==> config.mk <==
export PLATFORM = sky130hd
export DESIGN_NAME = irq_controller
export DESIGN_NICKNAME = d
export VERILOG_FILES = /design/src/rtl/irq_controller_pkg.sv /design/src/rtl/irq_sync_edge.sv /design/src/rtl/irq_controller.sv
export SDC_FILE = /design/constraint.sdc
export NUM_CORES = 1
export LEC_CHECK = 0
export CAP_MARGIN = 5
export CORE_UTILIZATION = 46
export DETAILED_ROUTE_END_ITERATION = 7
export PLACE_DENSITY = 0.93
export SYNTH_ARGS = -nofsm -noshare
export SYNTH_HDL_FRONTEND = slang
export SYNTH_SLANG_ARGS = --single-unit
==> constraint.sdc <==
create_clock -name clock -period 5.5 [get_ports clock]
set_clock_uncertainty 0.2 [all_clocks]
set_input_delay 1.1 -clock clock [delete_from_list [all_inputs] [get_ports clock]]
set_output_delay 1.1 -clock clock [all_outputs]
set_load 0.03 [all_outputs]
==> src/rtl/irq_controller_pkg.sv <==
// rtl/irq_controller_pkg.sv - vectors and FSM encodings shared with the interrupt sequencer
package irq_controller_pkg;

  localparam logic [31:0] VECTOR_RESET    = 32'h0000_0000;
  localparam logic [31:0] VECTOR_SYSCALL  = 32'h0000_0004;
  localparam logic [31:0] VECTOR_IRQ_BASE = 32'h0000_0008;

  localparam int ID_W = 4;

  typedef enum logic [1:0] {
    ST_IDLE    = 2'd0,
    ST_REQ     = 2'd1,
    ST_SERVICE = 2'd2
  } irq_state_e;

endpackage

==> src/rtl/irq_sync_edge.sv <==
// rtl/irq_sync_edge.sv - three-flop synchronizer with rising-edge pulse for one IRQ line
module irq_sync_edge (
  input  logic clock,
  input  logic reset,
  input  logic irq_in,
  output logic edge_pulse
);

  logic s1, s2, s3;

  always_ff @(posedge clock) begin
    if (reset) begin
      s1 <= 1'b0;
      s2 <= 1'b0;
      s3 <= 1'b0;
    end else begin
      s1 <= irq_in;
      s2 <= s1;
      s3 <= s2;
    end
  end

  assign edge_pulse = s2 & ~s3;

endmodule

==> src/rtl/irq_controller.sv <==
// rtl/irq_controller.sv - edge-latched IRQ pending/mask with lowest-index, non-nesting req/ack to the sequencer
module irq_controller
  import irq_controller_pkg::*;
#(
  parameter int          NUM_IRQ         = 8,
  parameter logic [31:0] VECTOR_IRQ_BASE = irq_controller_pkg::VECTOR_IRQ_BASE
) (
  input  logic               clock,
  input  logic               reset,
  input  logic               enable_system,
  input  logic [NUM_IRQ-1:0] irq_in,
  input  logic               gie,
  input  logic               mask_we,
  input  logic [NUM_IRQ-1:0] mask_wdata,
  input  logic               syscall_pending,
  input  logic               it_ack,
  input  logic               it_done,
  output logic               it_req,
  output logic [31:0]        it_vector,
  output logic [ID_W-1:0]    it_id,
  output logic [NUM_IRQ-1:0] irq_pending,
  output logic [NUM_IRQ-1:0] irq_mask,
  output logic               irq_busy
);

  irq_state_e         state, state_next;
  logic [NUM_IRQ-1:0] edge_vec, eligible, clear_vec;
  logic [ID_W-1:0]    sel_id;
  logic               sel_valid, load, accept;

  for (genvar g = 0; g < NUM_IRQ; g++) begin : g_sync
    irq_sync_edge u_sync (
      .clock      (clock),
      .reset      (reset),
      .irq_in     (irq_in[g]),
      .edge_pulse (edge_vec[g])
    );
  end

  assign eligible  = irq_pending & irq_mask;
  assign sel_valid = |eligible;

  // Scan downwards so the lowest set index is the one left standing.
  always_comb begin
    sel_id = '0;
    for (int i = NUM_IRQ - 1; i >= 0; i--) begin
      if (eligible[i]) sel_id = ID_W'(i);
    end
  end

  always_ff @(posedge clock) begin
    if (reset) state <= ST_IDLE;
    else       state <= state_next;
  end

  always_comb begin
    state_next = state;
    load       = 1'b0;
    accept     = 1'b0;
    if (enable_system) begin
      case (state)
        ST_IDLE: begin
          if (gie && sel_valid && !syscall_pending) begin
            state_next = ST_REQ;
            load       = 1'b1;
          end
        end
        ST_REQ: begin
          if (it_ack) begin
            state_next = ST_SERVICE;
            accept     = 1'b1;
          end
        end
        ST_SERVICE: begin
          if (it_done) state_next = ST_IDLE;
        end
        default: state_next = ST_IDLE;
      endcase
    end
  end

  assign clear_vec = accept ? (NUM_IRQ'(1) << it_id) : '0;

  // A new edge in the ack cycle is OR-ed in after the clear, so it survives.
  always_ff @(posedge clock) begin
    if (reset) begin
      irq_pending <= '0;
      irq_mask    <= '0;
      it_id       <= '0;
      it_vector   <= '0;
    end else begin
      irq_pending <= (irq_pending & ~clear_vec) | edge_vec;
      if (mask_we) irq_mask <= mask_wdata;
      if (load) begin
        it_id     <= sel_id;
        it_vector <= VECTOR_IRQ_BASE + {26'd0, sel_id, 2'b00};
      end
    end
  end

  assign it_req   = (state == ST_REQ);
  assign irq_busy = (state != ST_IDLE);

endmodule

==> Word level (Yosys, flattened, before mapping) <==
Cells that the tools add are included.
{ "word_totals": {"reg_bits": 78, "elab_cells": 82, "inputBits": 24, "output_inout_bits": 54} }
{ "classes": {"bitwise": 20, "n_mux": 19, "shifts": 1, "n_reduce_logical": 7, "n_addsub": 1, "eq_ne": 5} }
{ "op_table": {"columns": ["op", "n"], "rows": [
  ["$mux W4", 7],
  ["$and A8 B8 Y8", 2],
  ["$and A1 B1 Y1", 8],
  ["$mux W8", 1],
  ["$not A1 Y1", 8],
  ["$not A8 Y8", 1],
  ["$or A8 B8 Y8", 1],
  ["$reduce_or A8 Y1", 1],
  ["$shl A1 B4 Y8 const A", 1],
  ["$add A4 B6 Y7 const A", 1],
  ["$mux W1", 6],
  ["$mux W2", 3],
  ["$ne A2 B2 Y1 const B", 3],
  ["$pmux W2 S3", 1],
  ["$reduce_and A4 Y1", 1],
  ["$mux W3", 1],
  ["$eq A2 B1 Y1 const B", 1],
  ["$eq A2 B2 Y1 const B", 1],
  ["$logic_and A1 B1 Y1", 2],
  ["$logic_not A2 Y1", 1],
  ["$reduce_bool A2 Y1", 1],
  ["$logic_not A1 Y1", 1]
]} }

==> Depth between registers and ports, before layout <==
{ "depth": {"word_depth": 10, "mapped_depth": 5, "mapped_depth_nobuf": 4} }

==> Modules after synthesis <==
Synthesis repeated with hierarchy kept, for this count alone.
{ "unflattened": {"hier_cells": 204, "hier_area_um2": 1975.6} }
{ "by_module_without_submodules": {"columns": ["mod", "instances", "area_per_inst_um2", "cells_each", "seq_area_each_um2"], "rows": [
  ["irq_controller", 1, 1275.0, 148, 480.5],
  ["irq_sync_edge", 8, 87.6, 7, 60.1]
]} }

==> Worst setup path before layout <==
OpenSTA, ideal clock, no wires.
{ "synth_timing": {"kind": "input to register", "start": "input syscall_pending", "end": "register it_vector[3]", "required_time_ns": 5.184, "setup_slack_ns": 3.057, "t_arrival_ns": 2.128, "path_stages": 4, "setup_ns": 0.116, "path_buffers": 1, "path_cell_list": "or3_1 -> clkbuf_2 -> or3_1 -> and3b_1"} }
{ "synth_between": {"elab_chain_len": 5} }
{ "synth_lines": {"columns": ["item", "line", "text"], "rows": [
  ["start, declared", "irq_controller.sv:15", "input logic syscall_pending,"],
  ["$logic_not A1 Y1", "irq_controller.sv:63", "if (gie && sel_valid && !syscall_pending) begin"],
  ["$logic_and A1 B1 Y1", "irq_controller.sv:63", null],
  ["$mux W1", "irq_controller.sv:63", null],
  ["$mux W1", "irq_controller.sv:61", "case (state)"],
  ["$mux W1", "irq_controller.sv:60", "if (enable_system) begin"],
  ["end signal, assigned", "irq_controller.sv:96", "it_vector <= VECTOR_IRQ_BASE + {26'd0, sel_id, 2'b00};"],
  ["end, declared", "irq_controller.sv:19", "output logic [31:0] it_vector,"]
]} }
Every way passes these cells.
A chain may end at the register's enable or synchronous reset.

==> out/qor.json <==
{
  "post_synth_instance_area": {"value": 1938, "unit": "um2"},
  "final_layout_size_suffix_gt1_share": {"value": 4.819, "unit": "%"},
  "row_count": {"value": 23},
  "critical_path_arrival": {"value": 1520, "unit": "ps"},
  "ios": {"value": 78},
  "post-route-worst-setup-slack": {"value": 2681, "unit": "ps"},
  "p_leak": {"value": 0.9305, "unit": "nW"},
  "fin_util": {"value": 60.37, "unit": "%"},
  "layout_cell_area_excl_fill": {"value": 2432, "unit": "um2"},
  "floorplan.die.height": {"value": 66.91, "unit": "um"},
  "run_status": {"value": "complete, no violations"},
  "cts_htree_levels": {"value": 2},
  "placeableCoreArea": {"value": 4029, "unit": "um2"},
  "worst_skew_pair.late_latency": {"value": 290, "unit": "ps"},
  "hpwl": {"value": 2.670, "unit": "mm"},
  "worstPathMaxFanout": {"value": 8},
  "clock_path_buffers": {"value": 2},
  "path_clk_slew": {"value": 80, "unit": "ps"},
  "path_cells": {"value": "clkdlybuf4s50_1"},
  "dieArea": {"value": 4477, "unit": "um2"},
  "post_synth.cell_area_avg": {"value": 9.595, "unit": "um2"},
  "area.growth.synth_to_final": {"value": 25.50, "unit": "%"},
  "dpl_worst_slack": {"value": 2479, "unit": "ps"},
  "antenna_violating_nets_post_route": {"value": 0},
  "dominantRegCellSynth": {"value": "sky130_fd_sc_hd__dfxtp_1"},
  "post-cts-setup-buffers": {"value": 0},
  "gp_congestion": {"value": 0.9229},
  "vdd.ir_drop.worst": {"value": 0.1431, "unit": "mV"},
  "timing.setup.critical_path_class": {"value": "register to primary output"},
  "tritoncts": {"value": "built"},
  "grt_max_degree": {"value": 31},
  "timing.critical_path.buf_inv": {"value": 1},
  "grt_antenna_before_repair": {"value": 0},
  "dr.pass1.iters": {"value": 4},
  "timing.fmax": {"value": 0.3547, "unit": "GHz"},
  "stdcell_count": {"value": 299},
  "clock_sink_count": {"value": 48},
  "total_power": {"value": 683.1, "unit": "uW"},
  "layout.nets": {"value": 273},
  "final_cell_mix": {"value": "sky130_fd_sc_hd__dfxtp_1, sky130_fd_sc_hd__clkdlybuf4s50_1, sky130_fd_sc_hd__conb_1, sky130_fd_sc_hd__nor2b_1, sky130_fd_sc_hd__a21oi_1"},
  "numCtsBuffers": {"value": 5},
  "yosysWarningCount": {"value": 0},
  "vias_post_dr": {"value": 1448},
  "setup.worst_path.end_class": {"value": "primary output"},
  "max-slew-margin-rel": {"value": 53.81, "unit": "%"},
  "max-cap-violations": {"value": 0},
  "synth.yosys.seq_area_share": {"value": 49.58, "unit": "%"},
  "route.detailed.wl_per_inst": {"value": 12.09, "unit": "um"},
  "final_max_tran_viols": {"value": 0},
  "place.detailed.instances": {"value": 292},
  "first_iter_violations": {"value": 123},
  "synth_edf_count": {"value": 0},
  "cp.required": {"value": 4200, "unit": "ps"},
  "global_route_overflow": {"value": 0},
  "post-route-drc-count": {"value": 0},
  "synth.lib_cells_used.distinct": {"value": 31},
  "crit_path_max_delay_family": {"value": "buffers and inverters"},
  "postSynth.asyncResetShare": {"value": 0, "unit": "%"},
  "post_cts_resized": {"value": 0},
  "fin_tns_setup": {"value": 0, "unit": "ps"},
  "layout_worst_path_cycle_share": {"value": 51.25, "unit": "%"},
  "postRouteWirelength": {"value": 3.616, "unit": "mm"},
  "cts_hold_buf": {"value": 0},
  "finalHoldWorstSlack": {"value": 239.3, "unit": "ps"},
  "antenna_diode_instance_count": {"value": 0},
  "setup_viol": {"value": 0},
  "unrepaired_setup_endpoints_after_global_routing": {"value": "false"},
  "cp_slowest_cell": {"value": "sky130_fd_sc_hd__clkdlybuf4s50_1"},
  "timing.critical_path.slowest_cell_delay": {"value": 730, "unit": "ps"},
  "start_util": {"value": 48.11, "unit": "%"},
  "synthCells": {"value": 202},
  "clock_tree.root_cell": {"value": "sky130_fd_sc_hd__clkbuf_8"},
  "die_w": {"value": 66.91, "unit": "um"},
  "grt_use_total": {"value": 17.49, "unit": "%"},
  "synth.ff_latch_count": {"value": 48},
  "report.final.hold_viol_count": {"value": 0},
  "final_period_minus_worst_setup_slack": {"value": 2819, "unit": "ps"},
  "numPortBuffers": {"value": 48},
  "power.density": {"value": 280.8, "unit": "nW/um2"},
  "worst_hold_path_type": {"value": "register to register"},
  "detailed_place.area": {"value": 2341, "unit": "um2"},
  "worstSetupStartpointType": {"value": "register"},
  "grt_first_pass_wirelength": {"value": 5.699, "unit": "mm"},
  "worst_margin_pin_slew": {"value": 690.7, "unit": "ps"},
  "viasPerCell": {"value": 4.843},
  "first_global_vias": {"value": 1304}
}
[worst paths after layout]
kind	startpoint	to	slack, ps	depth (start not counted)
worst max-delay path	it_id[0]	it_vector[2]	2680	1
worst max register to register	state[1]	it_vector[3]	3530	4
worst min-delay path	g_sync[2].u_sync.s1	g_sync[2].u_sync.s2	240	1
worst min register to register	g_sync[2].u_sync.s1	g_sync[2].u_sync.s2	240	1
[cell type report]
type                       instances  area (um2)
inverter                           1       3.754
clock inverter                     1       8.758
tap                               50       62.56
timing repair buffer              49       488.0
multi-input combinational        144       825.8
clock buffer                       6       82.58
sequential                        48       960.9
fill                             345        1597
[state kept, by name (all words and copies together), names as in the netlist]
signal and cells:
irq_pending 8, g_sync.u_sync.s2 8, irq_mask 8, g_sync.u_sync.s3 8, it_vector 3, state 2, g_sync.u_sync.s1 8, it_id 3
[metal layers]
metal / up-vias / share of wire, % / wire length, um / global-route usage [%]
met5: - / 0 / 0 / 0
met4: 0 / 3.4 / 122 / 10.90
met3: 11 / 8.0 / 288 / 5.822
met2: 62 / 47 / 1691 / 29.29
met1: 654 / 42 / 1514 / 18.74
li1: 721 / - / - / -
[synthesized netlist by cell type, drive strengths merged, types with 2 or more instances]
cell type   n  share of area, %
mux2i       8               4.1
a22o        4               1.9
a31oi       2              0.65
o21ai      12               3.1
o31ai       2              0.77
or3         2              0.65
dfxtp      48                50
nor2        9               1.7
a21oi      15               3.9
nand2b     12               3.9
or2         2              0.77
a22oi       3               1.2
a32o        2               1.0
buf        30                12
nor3        2              0.52
nor2b      25               8.1
clkbuf      7               1.4
nand2       7               1.4
[worst reg2reg max path, cell delays in order, from the launching register on]
cell                      delay [ps]
sky130_fd_sc_hd__dfxtp_1         340
sky130_fd_sc_hd__or2_4           270
sky130_fd_sc_hd__or3_1           460
sky130_fd_sc_hd__or3_1           430
sky130_fd_sc_hd__and3b_1         170
[where the power goes]
group          switching [mW]  internal, mW
sequential             0.0111         0.362
clock                   0.108         0.100
combinational          0.0624        0.0398
total                   0.181         0.502
[cells by family after synthesis]
logic type / synth area share [%]
AO/OA/AOI/OAI: 14.20
flip-flops: 49.58
buffers and inverters: 13.23
multiplexers: 4.132
AND/OR/NAND/NOR: 18.66
other: 0.1935
Note: power is estimated with default switching activity, not from simulation.
